`src/rtl/sprite_compositor.sv`:
```
// Sprite layer: Avalon staging/active sprite registers, priority cover test, ROM address
// generation, latency-matched transparency output and sticky overlap flags.
module sprite_compositor #(
    parameter int N_SPRITES   = 4,
    parameter int SPRITE_LOG2 = 4,
    parameter int ROM_LATENCY = 2,
    parameter int ADDR_W      = 5
) (
    input  logic                       clk_i,
    input  logic                       reset_n_i,
    input  logic                       chipselect_i,
    input  logic                       write_i,
    input  logic                       read_i,
    input  logic [ADDR_W-1:0]          address_i,
    input  logic [15:0]                writedata_i,
    output logic [15:0]                readdata_o,
    input  logic [10:0]                hcount_i,
    input  logic [9:0]                 vcount_i,
    output logic [6+2*SPRITE_LOG2-1:0] rom_addr_o,
    input  logic [7:0]                 rom_q_i,
    output logic                       pix_hit_o,
    output logic [7:0]                 pix_color_o
);

    localparam int S    = SPRITE_LOG2;
    localparam int N    = N_SPRITES;
    localparam int RA_W = 6 + 2*S;
    localparam logic [10:0]       EDGE_X    = 11'((1 << S) - 1);
    localparam logic [9:0]        EDGE_Y    = 10'((1 << S) - 1);
    localparam logic [ADDR_W-1:0] CTRL_ADDR = ADDR_W'(2*N);
    localparam logic [ADDR_W-1:0] STAT_ADDR = ADDR_W'(2*N + 1);

    typedef struct packed {
        logic       en;
        logic       hf;
        logic       vf;
        logic [9:0] x;
        logic [5:0] frame;
        logic [8:0] y;
    } spr_t;

    spr_t stg_q [N];
    spr_t stg_d [N];
    spr_t act_q [N];
    spr_t act_d [N];

    logic             ctrl_q, ctrl_d;
    logic [N-1:0]     status_q, status_d;
    logic [N-1:0]     clr_w;
    logic             fs_q;
    logic [15:0]      readdata_q, readdata_d;
    logic [RA_W-1:0]  rom_addr_q, rom_addr_d;
    logic [ROM_LATENCY:0] cov_sr_q;
    logic             pix_hit_q, pix_hit_d;
    logic [7:0]       pix_color_q;

    logic             frame_start;
    logic [10:0]      px_w;
    logic [9:0]       py_w;
    logic [N-1:0]     cov_vec;
    logic [RA_W-1:0]  spr_addr [N];
    logic             any_cov;
    logic             multi_cov;
    logic             in_active;

    assign frame_start = (hcount_i == 11'd0) && (vcount_i == 10'd480);
    assign px_w        = {1'b0, hcount_i[10:1]};
    assign py_w        = {1'b0, vcount_i[8:0]};

    always_comb begin
        stg_d  = stg_q;
        ctrl_d = ctrl_q;
        clr_w  = '0;
        if (chipselect_i && write_i) begin
            for (int i = 0; i < N; i++) begin
                if (address_i == ADDR_W'(2*i)) begin
                    stg_d[i].en = writedata_i[15];
                    stg_d[i].hf = writedata_i[14];
                    stg_d[i].vf = writedata_i[13];
                    stg_d[i].x  = writedata_i[9:0];
                end
                if (address_i == ADDR_W'(2*i + 1)) begin
                    stg_d[i].frame = writedata_i[15:10];
                    stg_d[i].y     = writedata_i[8:0];
                end
            end
            if (address_i == CTRL_ADDR) ctrl_d = writedata_i[0];
            if (address_i == STAT_ADDR) clr_w  = writedata_i[N-1:0];
        end
    end

    // Shadow copy uses the pre-write staging value, so a write landing on the copy cycle waits a frame.
    always_comb begin
        if (!ctrl_q)   act_d = stg_d;
        else if (fs_q) act_d = stg_q;
        else           act_d = act_q;
    end

    always_comb begin
        readdata_d = '0;
        for (int i = 0; i < N; i++) begin
            if (address_i == ADDR_W'(2*i))
                readdata_d = {stg_q[i].en, stg_q[i].hf, stg_q[i].vf, 3'b000, stg_q[i].x};
            if (address_i == ADDR_W'(2*i + 1))
                readdata_d = {stg_q[i].frame, 1'b0, stg_q[i].y};
        end
        if (address_i == CTRL_ADDR) readdata_d = {15'd0, ctrl_q};
        if (address_i == STAT_ADDR) readdata_d = 16'(status_q);
    end

    for (genvar g = 0; g < N; g++) begin : g_cover
        logic [10:0]  x_lo, x_hi;
        logic [9:0]   y_lo, y_hi;
        logic [S-1:0] col, row;
        assign x_lo = {1'b0, act_q[g].x};
        assign x_hi = x_lo + EDGE_X;
        assign y_lo = {1'b0, act_q[g].y};
        assign y_hi = y_lo + EDGE_Y;
        assign cov_vec[g] = act_q[g].en && (px_w >= x_lo) && (px_w <= x_hi)
                            && (py_w >= y_lo) && (py_w <= y_hi);
        assign col = px_w[S-1:0] - act_q[g].x[S-1:0];
        assign row = py_w[S-1:0] - act_q[g].y[S-1:0];
        assign spr_addr[g] = {act_q[g].frame, (act_q[g].vf ? ~row : row),
                              (act_q[g].hf ? ~col : col)};
    end

    always_comb begin
        rom_addr_d = '0;
        any_cov    = 1'b0;
        for (int i = N - 1; i >= 0; i--) begin
            if (cov_vec[i]) begin
                rom_addr_d = spr_addr[i];
                any_cov    = 1'b1;
            end
        end
    end

    assign multi_cov = |(cov_vec & (cov_vec - 1'b1));
    assign in_active = (vcount_i < 10'd480) && (hcount_i < 11'd1280);
    assign status_d  = (status_q & ~clr_w) | ((multi_cov && in_active) ? cov_vec : '0);
    assign pix_hit_d = cov_sr_q[ROM_LATENCY] && (rom_q_i != 8'd0);

    always_ff @(posedge clk_i) begin
        if (!reset_n_i) begin
            for (int i = 0; i < N; i++) begin
                stg_q[i] <= '0;
                act_q[i] <= '0;
            end
            ctrl_q      <= 1'b0;
            status_q    <= '0;
            fs_q        <= 1'b0;
            readdata_q  <= '0;
            rom_addr_q  <= '0;
            cov_sr_q    <= '0;
            pix_hit_q   <= 1'b0;
            pix_color_q <= '0;
        end else begin
            stg_q       <= stg_d;
            act_q       <= act_d;
            ctrl_q      <= ctrl_d;
            status_q    <= status_d;
            fs_q        <= frame_start;
            if (chipselect_i && read_i) readdata_q <= readdata_d;
            rom_addr_q  <= rom_addr_d;
            cov_sr_q    <= {cov_sr_q[ROM_LATENCY-1:0], any_cov};
            pix_hit_q   <= pix_hit_d;
            pix_color_q <= pix_hit_d ? rom_q_i : 8'd0;
        end
    end

    assign readdata_o  = readdata_q;
    assign rom_addr_o  = rom_addr_q;
    assign pix_hit_o   = pix_hit_q;
    assign pix_color_o = pix_color_q;

endmodule

```
`config.mk`:
```
export PLATFORM = sky130hd
export DESIGN_NAME = sprite_compositor
export DESIGN_NICKNAME = d
export VERILOG_FILES = /design/src/rtl/sprite_compositor.sv
export SDC_FILE = /design/constraint.sdc
export NUM_CORES = 1
export LEC_CHECK = 0
export ABC_AREA = 1
export BUFFER_PORTS_ARGS = -buffer_cell sky130_fd_sc_hd__buf_4
export CAP_MARGIN = 0
export CORE_UTILIZATION = 45
export CTS_BUF_LIST = sky130_fd_sc_hd__clkbuf_2
export CTS_CLUSTER_DIAMETER = 100
export CTS_CLUSTER_SIZE = 16
export DETAILED_ROUTE_END_ITERATION = 8
export PLACE_DENSITY = 0.61
export REMOVE_ABC_BUFFERS = 1
export SKIP_CTS_REPAIR_TIMING = 1
export SYNTH_ARGS = -nofsm -noshare
export SYNTH_HDL_FRONTEND = slang
export SYNTH_SLANG_ARGS = --single-unit
```
`constraint.sdc`:
```
create_clock -name clk_i -period 5 [get_ports clk_i]
set_input_delay 0.25 -clock clk_i [delete_from_list [all_inputs] [get_ports clk_i]]
set_output_delay 0.25 -clock clk_i [all_outputs]
set_load 0.02 [all_outputs]
```
After elaboration in Yosys (flattened, before gate mapping)
Index checks and enable logic that the tools add are counted.

Register bits: 272. Logic and storage cells: 182. Input bits: 55.

Bitwise operators: 12. Multiplexer cells: 40. Magnitude comparators: 18. Equality and inequality tests: 11. Reductions and logical operators: 28. $add $sub $neg: 17.

Operators with widths (count): two-way mux 112 bit (3); two-way mux 16 bit (10); two-way mux 15 bit (4); two-way mux 14 bit (4); two-way mux 13 bit (4); adder 10 x 4 -> 11 bit, second input constant (4); <= comparator 10 x 11 -> 1 bit (4); two-way mux 4 bit (11); adder 9 x 4 -> 10 bit, second input constant (4); >= comparator 10 bit (4); <= comparator 9 x 10 -> 1 bit (4); >= comparator 9 bit (4); NOT 4 bit (9); subtractor 4 bit (8); logical AND 1 bit (22); == test 5 x 3 -> 1 bit, second input constant (4); logical NOT 11 bit (1); < comparator 11 bit, second input constant (1); == test 10 x 9 -> 1 bit, second input constant (1); == test 5 x 2 -> 1 bit, second input constant (2); == test 5 x 4 -> 1 bit, second input constant (2); < comparator 10 x 9 -> 1 bit, second input constant (1); AND 4 bit (2); nonzero test 8 bit (1); other kinds (8) (12).

Logic depth before layout (Yosys ltp)
Gate-level depths: netlist of the first run.

Depth after elaboration: 11. Mapped depth: 23.

Worst setup path before layout of the first run
No wires, ideal clock.

Path kind: register -> register. Start: reg act_q[99] in the netlist's numbering. End: reg rom_addr_q[10], in the netlist rom_addr_o[10]. Stages on the path, launching flop included: 19. Setup time: 122 ps. Arrival time: 2524 ps. Slack: 2353 ps. Clock period less this slack: 2647 ps. Cell sequence: dfxtp_1 inv_1 ha_1 nand3_2 nand2_1 nor2_2 nand2_1 xor2_1 ha_1 nand2_1 o41ai_1 inv_1 nand2_1 nand3b_1 nor2_4 inv_2 buf_6 o21ai_0 a21oi_1.

Cells in the longest elaborated chain, start to end: 6. Elaborated cells between the ends (all ways): 8. Classes of those cells: add/sub (1); order compare (2); mux (1); reduce/logical (4).

RTL lines: start, declared (RTL line 44) `spr_t act_q [N];`; start signal, assigned (RTL line 159) `act_q <= act_d;`; adder 10 x 4 -> 11 bit or >= comparator 10 bit (tied branches) (RTL line 116, 119); <= comparator 10 x 11 -> 1 bit or logical AND 1 bit (tied branches) (RTL line 119) `assign cov_vec[g] = act_q[g].en && (px_w >= x_lo) && (px_w <= x_hi)`; logical AND 1 bit * (RTL line 119); logical AND 1 bit * (2 in series) (RTL line 120) `&& (py_w >= y_lo) && (py_w <= y_hi);`; two-way mux 14 bit * (RTL line 131) `if (cov_vec[i]) begin`; end signal, assigned (RTL line 164) `rom_addr_q <= rom_addr_d;`; end, declared (RTL line 52) `logic [RA_W-1:0] rom_addr_q, rom_addr_d;`.

Every way passes the cells marked *; elsewhere a longest branch is shown, timed or not. A chain may end at the register's enable or synchronous reset.

Worst setup path in the final report of the first run
Start: reg act_q[71] in the netlist's numbering. End: reg rom_addr_q[1], in the netlist rom_addr_o[1].

Cells in the longest elaborated chain, start to end: 7. Elaborated cells between the ends (all ways): 12. Classes of those cells: add/sub (2); order compare (2); mux (3); bitwise (1); reduce/logical (4).

RTL lines (RTL line): adder 10 x 4 -> 11 bit or >= comparator 10 bit (tied branches) (116, 119); <= comparator 10 x 11 -> 1 bit or logical AND 1 bit (tied branches) (119); logical AND 1 bit (119); logical AND 1 bit (2 in series) (120); two-way mux 14 bit * (2 in series) (131).

Marked as above.

==> impl_results.rst, run 1 <==
.. list-table::
   :header-rows: 1

   * - Metric
     - Value
   * - Result of the run
     - completed
   * - Share of the clock period used by the worst path
     - 0.703
   * - Worst relative slew slack
     - 0.313
   * - Crit Path Class
     - reg2reg
   * - Initial antenna violation count
     - 1
   * - Worst path required time
     - 5.85 ns
   * - First-iteration detailed-routing DRC count
     - ~1,600
   * - Nets@finish
     - roughly 2,600
   * - Critical Path Slowest Stage Cell
     - nor2_2
   * - Worst-case reg-to-reg path depth
     - 17
   * - Maximum fanout encountered on the critical timing path
     - 15
   * - Leading post-synthesis cells by cell area
     - dfxtp_1 (31%), ha_1 (12%), inv_1 (6.6%)
   * - Critical Path Source Type
     - register
   * - Maximum VDD drop
     - 0.000123 V
   * - Proportion of layout cells with a drive suffix above 1
     - 0.0980
   * - Num Clock Sinks
     - 272
   * - Post-detailed-placement half-perimeter wirelength
     - 44,600 µm
   * - Setup repair after global routing missed its margin
     - false
   * - Worst hold slack
     - approximately 0.025 ns
   * - Footprint of the multi-input gates
     - slightly above 0.01 mm²
   * - Worst Max-Slew Pin Slew
     - ~1.0 ns
   * - Worst min-delay path class
     - in2reg
   * - Worst-path clk slew
     - just over 0.3 ns
   * - Library cells used by synthesis
     - 51
   * - Final hold violation count
     - 0
   * - Antenna Nets Post-Route
     - 0
   * - Total routed wirelength
     - just over 60,000 µm
   * - Most area-hungry cell type in the Yosys netlist
     - dfxtp_1
   * - CP Launch Point
     - act_q[71]$_SDFFE_PN0P_
   * - Category of the worst setup path capture point
     - register
   * - Post-route cell area
     - roughly 0.019 mm²
   * - Leakage power summed over all cells
     - around 0.0075 µW
   * - Reg2reg setup slack
     - around 1.5 ns
   * - Power per Cell Area
     - between 150 and 200 mW/mm²
   * - Part of the Yosys area used for sequential elements
     - 0.315
   * - I/O pins
     - 94
   * - Site Rows
     - 71
   * - Via count
     - between 15,000 and 20,000
   * - Setup TNS
     - 0 ns
   * - Source-to-sink clock delay at the later pin of the worst-skew pair
     - ~0.94 ns
   * - Capturing point of the worst reg2reg path
     - rom_addr_o[1]$_SDFF_PN0_
   * - DRC
     - 0
   * - Number of filler cells placed in the layout
     - between 3,000 and 4,000
   * - Floorplan Core Area
     - 0.0378 mm²
   * - Initial cell density of the core
     - 0.458
   * - Sequential standard cell area
     - about 0.0054 mm²
   * - Clock period minus worst slack
     - approximately 3.5 ns
   * - Max-cap check violation count
     - 0
   * - Root Buffer Master
     - clkbuf_2
   * - Critical path buffer and inverter count
     - 1
   * - Async set or reset register ratio after synthesis
     - 0
   * - Total of flip-flops plus latches after synthesis
     - 272
   * - Top post-synthesis cells by count
     - inv_1 (306), nand2_1 (283), dfxtp_1 (272), nor2_1 (204), ha_1 (160)
   * - Clock H-tree levels
     - 1
   * - Signed area change from the synthesized netlist to the final layout
     - 8.90%
   * - GR Overflow Total
     - 0
   * - Maximum number of pins on one net before global-route repair
     - 86
   * - Worst-case clock buffer depth
     - 3
   * - Prevailing post-synth register cell
     - dfxtp_1
   * - Arrival @ worst endpoint
     - around 4.4 ns
   * - Detailed-router iteration count before antenna repair
     - 6
   * - Count of mapped cells out of synthesis
     - roughly 2,300
   * - Beginning of the worst hold path
     - address_i[1]
   * - Most common cell in the netlist
     - inv_1
   * - TritonCTS clock tree
     - built
   * - Count of port buffers added during placement
     - 93
   * - Kind of cell adding the most delay to the critical path
     - simple AND/OR/NAND/NOR gates
   * - Max Slew Vio Count
     - 0
   * - Hold path depth
     - 7
   * - Startpoint of the worst-slack reg-to-reg timing path
     - act_q[71]$_SDFFE_PN0P_
   * - Number of vias per cell after detailed routing
     - 5.80
   * - Fraction of the core area covered by cells at the end of the flow
     - 0.499
   * - Routed wire length per instance
     - about 22 µm
   * - Total number of yosys warnings
     - 0
   * - Die boundary height
     - about 200 µm
   * - Largest clock skew in the final design
     - 0.0752 ns
   * - Summed instance area of the synthesized netlist
     - 0.0173 mm²
   * - Chip width
     - ~200 µm
   * - Placed standard-cell area
     - roughly 0.018 mm²
   * - Cts bufs inserted
     - 20
   * - Area enclosed by the die boundary
     - a little under 0.04 mm²
   * - Routability cong.
     - a little under 1
   * - Peak clock frequency supported by timing
     - roughly 280 MHz
   * - Endpoint of the worst hold-timing path
     - readdata_o[13]$_SDFFE_PN0P_
   * - GR Util All Layers
     - 0.311
   * - Share of the synthesized area in the top cell type
     - 0.315
   * - Critical Path Max Stage Delay
     - around 0.61 ns
   * - Wire length of the first global-routing pass
     - between 90,000 and 100,000 µm
   * - Number of global-route vias before repair
     - ~15,000
   * - Syn_area_per_cell
     - approximately 7.7 µm²
   * - Ordered cell list for the critical path
     - inv_1, ha_1, nand3_1, nand3_2, o21ai_0, o21ai_0, ha_1, a21o_1, a21oi_1, nand2_1, nand2_1, nand3_1, nor2_2, o21ai_0, a21oi_1, nor2_1, a21oi_1
   * - Final Setup Violations
     - 0
   * - Number of enable-type register cells in the synthesized netlist
     - 0
## cell families (layout without fill, tap and decap cells)
family | after synthesis | count (layout) | share of synthesized area
xor gates and xnor gates | 97 | 97 | 0.0491
buffers and inverters | 439 | 505 | 0.102
and+or+nand+nor | 653 | 653 | 0.167
other | 0 | 1 | 0
AOI/OAI and AO/OA | 631 | 631 | 0.242
DFF | 272 | 272 | 0.315
adders and majority gates | 168 | 168 | 0.125
## registers in the layout (all words and copies together), names as in the netlist
signal,count
stg_q,112
act_q,112
pix_hit_o,1
fs_q,1
pix_color_o,8
ctrl_q,1
status_q,4
cov_sr_q,3
rom_addr_o,14
readdata_o,16
## where the power goes
part,switching (µW),internal (µW),leakage (µW)
sequential,12.0,2200,0.00219
combinational,366,190,0.00522
clock,722,109,0.0000872
## how the worst max path moves through the flow
| stage | cells after the start | slack [ns] | end |
|---|---|---|---|
| floorplan | 4 | 1.84 | act_q[32]$_SDFFE_PN0P_ |
| global placement | 19 | 1.78 | rom_addr_o[1]$_SDFF_PN0_ |
| detailed placement | 17 | 1.60 | rom_addr_o[5]$_SDFF_PN0_ |
| CTS | 19 | 1.48 | rom_addr_o[1]$_SDFF_PN0_ |
| global route | 19 | 1.11 | rom_addr_o[1]$_SDFF_PN0_ |
| finish | 17 | 1.49 | rom_addr_o[1]$_SDFF_PN0_ |
## worst reg2reg max path, delay by kind of cell, from the launching register on
kind                     cells  cell delay, ns
AO/OA/AOI/OAI                7            1.13
adder cells (fa/ha/maj)      2            0.54
buffers and inverters        1            0.10
flip-flops                   1            0.40
AND/OR/NAND/NOR              7            1.32
## routing by layer
| layer | global-route usage | routed length, µm | up-vias |
|---|---|---|---|
| met2 | 0.502 | 27800 | 695 |
| met5 | 0 | 0 | - |
| met4 | 0.118 | 2530 | 0 |
| met3 | 0.0319 | 4510 | 122 |
| met1 | 0.427 | 27300 | 7800 |
| li1 | - | - | 7833 |
## per-stage QoR
step                cells  setup WS, ns  power [µW]
CTS                  2790          1.48        3570
global route         2838          1.11        3730
floorplan            2150          1.84        2520
finish               2838          1.49        3590
global placement     2769          1.78        2760
detailed placement   2769          1.60        2760
## final cells by class
cell class,count,share of cell area
Antenna cell,1,0.000133
Clock buffer,21,0.00558
Inverter,329,0.0662
Multi-Input combinational cell,1549,0.536
Sequential cell,272,0.289
Tap cell,511,0.0340
Timing Repair Buffer,155,0.0687
## cell usage in the layout, fill, tap and decap left out, types with 18 or more instances in the layout
cell,netlist,layout
inv_1,306,306
nand2_1,283,282
dfxtp_1,272,272
nor2_1,204,204
ha_1,160,160
a21oi_1,146,146
o21ai_0,140,140
o22ai_1,108,108
buf_4,5,107
a22o_1,104,104
nand3_1,81,81
xor2_1,69,69
dlygate4sd3_1,0,47
a211oi_2,35,35
a211oi_1,30,30
xnor2_1,28,28
clkbuf_2,0,21
nand4_1,20,20
inv_2,20,18
(Power assumes the default switching activity.)
==> inputs of run 2 (changes only) <==
==> constraint.sdc (replaced) <==
create_clock -name clk_i -period 3.3 [get_ports clk_i]
set_input_delay 0.165 -clock clk_i [delete_from_list [all_inputs] [get_ports clk_i]]
set_output_delay 0.165 -clock clk_i [all_outputs]
set_load 0.02 [all_outputs]
==> run 2 against run 1 <==
Core utilization grew 1.0 points. Clock skew grew 0.0096 ns. Final cell count grew 1.1%. Clock-buffer cell count is the same. Global-route usage grew 0.40 points. Routed wire length grew 2.3%. Critical endpoint is now rom_addr_o[6]$_SDFF_PN0_. Total power grew 57%. Sequential share of layout area shrank 0.55 points. Die area is the same. Design area grew 2.1%. First-iteration DRC count is essentially flat. Setup slack lost 1.3 ns.
==> impl_results.rst, run 2 (synthesis results as in run 1) <==
.. list-table::
   :header-rows: 1

   * - Metric
     - Value
   * - Final hold violation count
     - 0 (unchanged)
   * - Clock period minus worst slack
     - 3.07 ns (-0.442 ns)
   * - Overall power after layout
     - 5630 µW (+57%)
   * - Worst relative slew slack
     - 0.321 (+0.00831)
   * - Chip width
     - 198 µm (unchanged)
   * - Worst Slack Setup Final
     - 0.227 ns (-1.26 ns)
   * - Final Setup Violations
     - 0 (unchanged)
   * - Routed wire length per instance
     - 22.2 µm (+1.2%)
   * - Dpl ws
     - 0.130 ns (-1.47 ns)
   * - Detailed-router iteration count before antenna repair
     - 6 (unchanged)
   * - Via count
     - 16,607 (+0.95%)
   * - Largest clock skew in the final design
     - 0.0848 ns (+0.00957 ns)
   * - Fraction of the core area covered by cells at the end of the flow
     - 0.509 (+0.0103)
   * - Category of the worst setup path capture point
     - register
   * - Share of the clock period used by the worst path
     - 0.931 (+0.228)
   * - Source-to-sink clock delay at the later pin of the worst-skew pair
     - 0.94 ns (about the same)
   * - Count of port buffers added during placement
     - 93 (unchanged)
   * - Routability cong.
     - 0.977 (+0.78%)
   * - Worst Max-Slew Pin Slew
     - 1.02 ns (-0.0125 ns)
   * - Post-detailed-placement half-perimeter wirelength
     - 44,800 µm (+0.63%)
   * - Number of vias per cell after detailed routing
     - 5.79 (-0.17%)
   * - GR Overflow Total
     - 0 (unchanged)
   * - Setup TNS
     - 0 ns (unchanged)
   * - TritonCTS clock tree
     - built
   * - Worst-case clock buffer depth
     - 3 (unchanged)
   * - Worst path required time
     - 4.16 ns (-1.69 ns)
   * - Initial cell density of the core
     - 0.458 (unchanged)
   * - Wire length of the first global-routing pass
     - 93,000 µm (+0.88%)
   * - Cts bufs inserted
     - 21 (+5.0%)
   * - Max Slew Vio Count
     - 0 (unchanged)
   * - Maximum number of pins on one net before global-route repair
     - 167 (+94%)
   * - Worst min-delay path class
     - in2reg
   * - Sequential standard cell area
     - 0.00545 mm² (+0.11%)
   * - Setup repair after global routing missed its margin
     - false
   * - Total routed wirelength
     - 63,600 µm (+2.3%)
   * - Number of filler cells placed in the layout
     - 3,788 (+0.37%)
   * - Site Rows
     - 71 (unchanged)
   * - Power per Cell Area
     - 293 mW/mm² (+53%)
   * - GR Util All Layers
     - 0.315 (+0.00404)
   * - DRC
     - 0 (unchanged)
   * - Antenna Nets Post-Route
     - 0 (unchanged)
   * - Maximum fanout encountered on the critical timing path
     - 14 (-1)
   * - Root Buffer Master
     - clkbuf_2
   * - I/O pins
     - 94 (unchanged)
   * - Proportion of layout cells with a drive suffix above 1
     - 0.106 (+0.00767)
   * - Maximum VDD drop
     - 0.000287 V (+130%)
   * - Arrival @ worst endpoint
     - 3.94 ns (-0.42 ns)
   * - Clock H-tree levels
     - 1 (unchanged)
   * - Area enclosed by the die boundary
     - 0.0392 mm² (unchanged)
   * - Worst-path clk slew
     - 0.34 ns (+0.03 ns)
   * - Nets@finish
     - 2,578 (+1.1%)
   * - First-iteration detailed-routing DRC count
     - 1,558 (-0.064%)
   * - Commonest non-fill, non-tap cell in the layout
     - inv_1
   * - Num Clock Sinks
     - 272 (unchanged)
   * - Peak clock frequency supported by timing
     - 325 MHz (+14%)
   * - Number of global-route vias before repair
     - 15,127 (+0.54%)
   * - Post-Layout Cell Count
     - 2,870 (+1.1%)
   * - Footprint of the multi-input gates
     - 0.0101 mm² (+0.47%)
   * - Commonest non-fill, non-tap cells in the layout
     - inv_1 (306), nand2_1 (279), dfxtp_1 (267), nor2_1 (204), ha_1 (160)
   * - Signed area change from the synthesized netlist to the final layout
     - 11.2%
   * - Crit Path Class
     - reg2reg
   * - Floorplan Core Area
     - 0.0378 mm² (unchanged)
   * - Initial antenna violation count
     - 3 (+2)
   * - Max-cap check violation count
     - 0 (unchanged)
   * - Dpl cells
     - 2,773 (+0.14%)
   * - Critical Path Source Type
     - register
   * - Leakage power summed over all cells
     - 0.00770 µW (+2.6%)
   * - Die boundary height
     - 198 µm (unchanged)
   * - Result of the run
     - completed
## run 2: changes by cell type in the layout (fill, tap and decap cells not counted), moves of 4 or more
| cell | delta |
|---|---|
| buf_4 | +4 |
| dfxtp_1 | -5 |
| dfxtp_2 | +5 |
| dlygate4sd3_1 | +19 |
## run 2: where the power goes
group          total, µW  switching [µW]  internal, µW
clock               1420            1160           258
combinational        869             564           305
sequential          3340            17.9          3330
## run 2: final timing paths
check / from / end / slack (ns) / cells after the start
setup / recovery: act_q[99]$_SDFFE_PN0P_ / rom_addr_o[6]$_SDFF_PN0_ / 0.23 / 17
hold / removal: hcount_i[2] / rom_addr_o[1]$_SDFF_PN0_ / 0.06 / 5
setup reg to reg: act_q[99]$_SDFFE_PN0P_ / rom_addr_o[6]$_SDFF_PN0_ / 0.23 / 17
hold reg to reg: cov_sr_q[1]$_SDFF_PN0_ / cov_sr_q[2]$_SDFF_PN0_ / 0.44 / 2
## run 2: final cells by class
cell class	instances	share of cell area
Antenna cell	3	0.000391
Clock buffer	21	0.00547
Sequential cell	272	0.284
Clock inverter	3	0.00260
Multi-Input combinational cell	1550	0.528
Timing Repair Buffer	181	0.0819
Tap cell	511	0.0333
Inverter	329	0.0648
## run 2: layer usage
metal / GRT usage / wire (µm) / vias up
met2: 0.504 / 28400 / 652
met5: 0 / 0 / -
met4: 0.111 / 2250 / 0
met1: 0.434 / 28200 / 7927
met3: 0.0407 / 4800 / 131
li1: - / - / 7897
## run 2: critical path, stage by stage, from the launching register on
cell      delay, ns
dfxtp_2        0.41
inv_1          0.09
ha_1           0.25
nand3_2        0.09
nand2_1        0.06
nor2_2         0.14
nand2_1        0.08
xor2_1         0.14
ha_1           0.30
nand2_1        0.08
o41ai_2        0.34
inv_1          0.07
nand2_1        0.07
nand3b_1       0.14
nor2_4         0.25
inv_2          0.17
o21ai_0        0.22
a21oi_1        0.06
## run 2: per-stage QoR
step	hold slack [ns]	cell area, µm²
after floorplan	0.258	16800
after global placement	0.397	18300
after detailed placement	0.402	18300
after CTS	-0.635	18500
after global routing	0.0427	19200
final	0.0621	19200
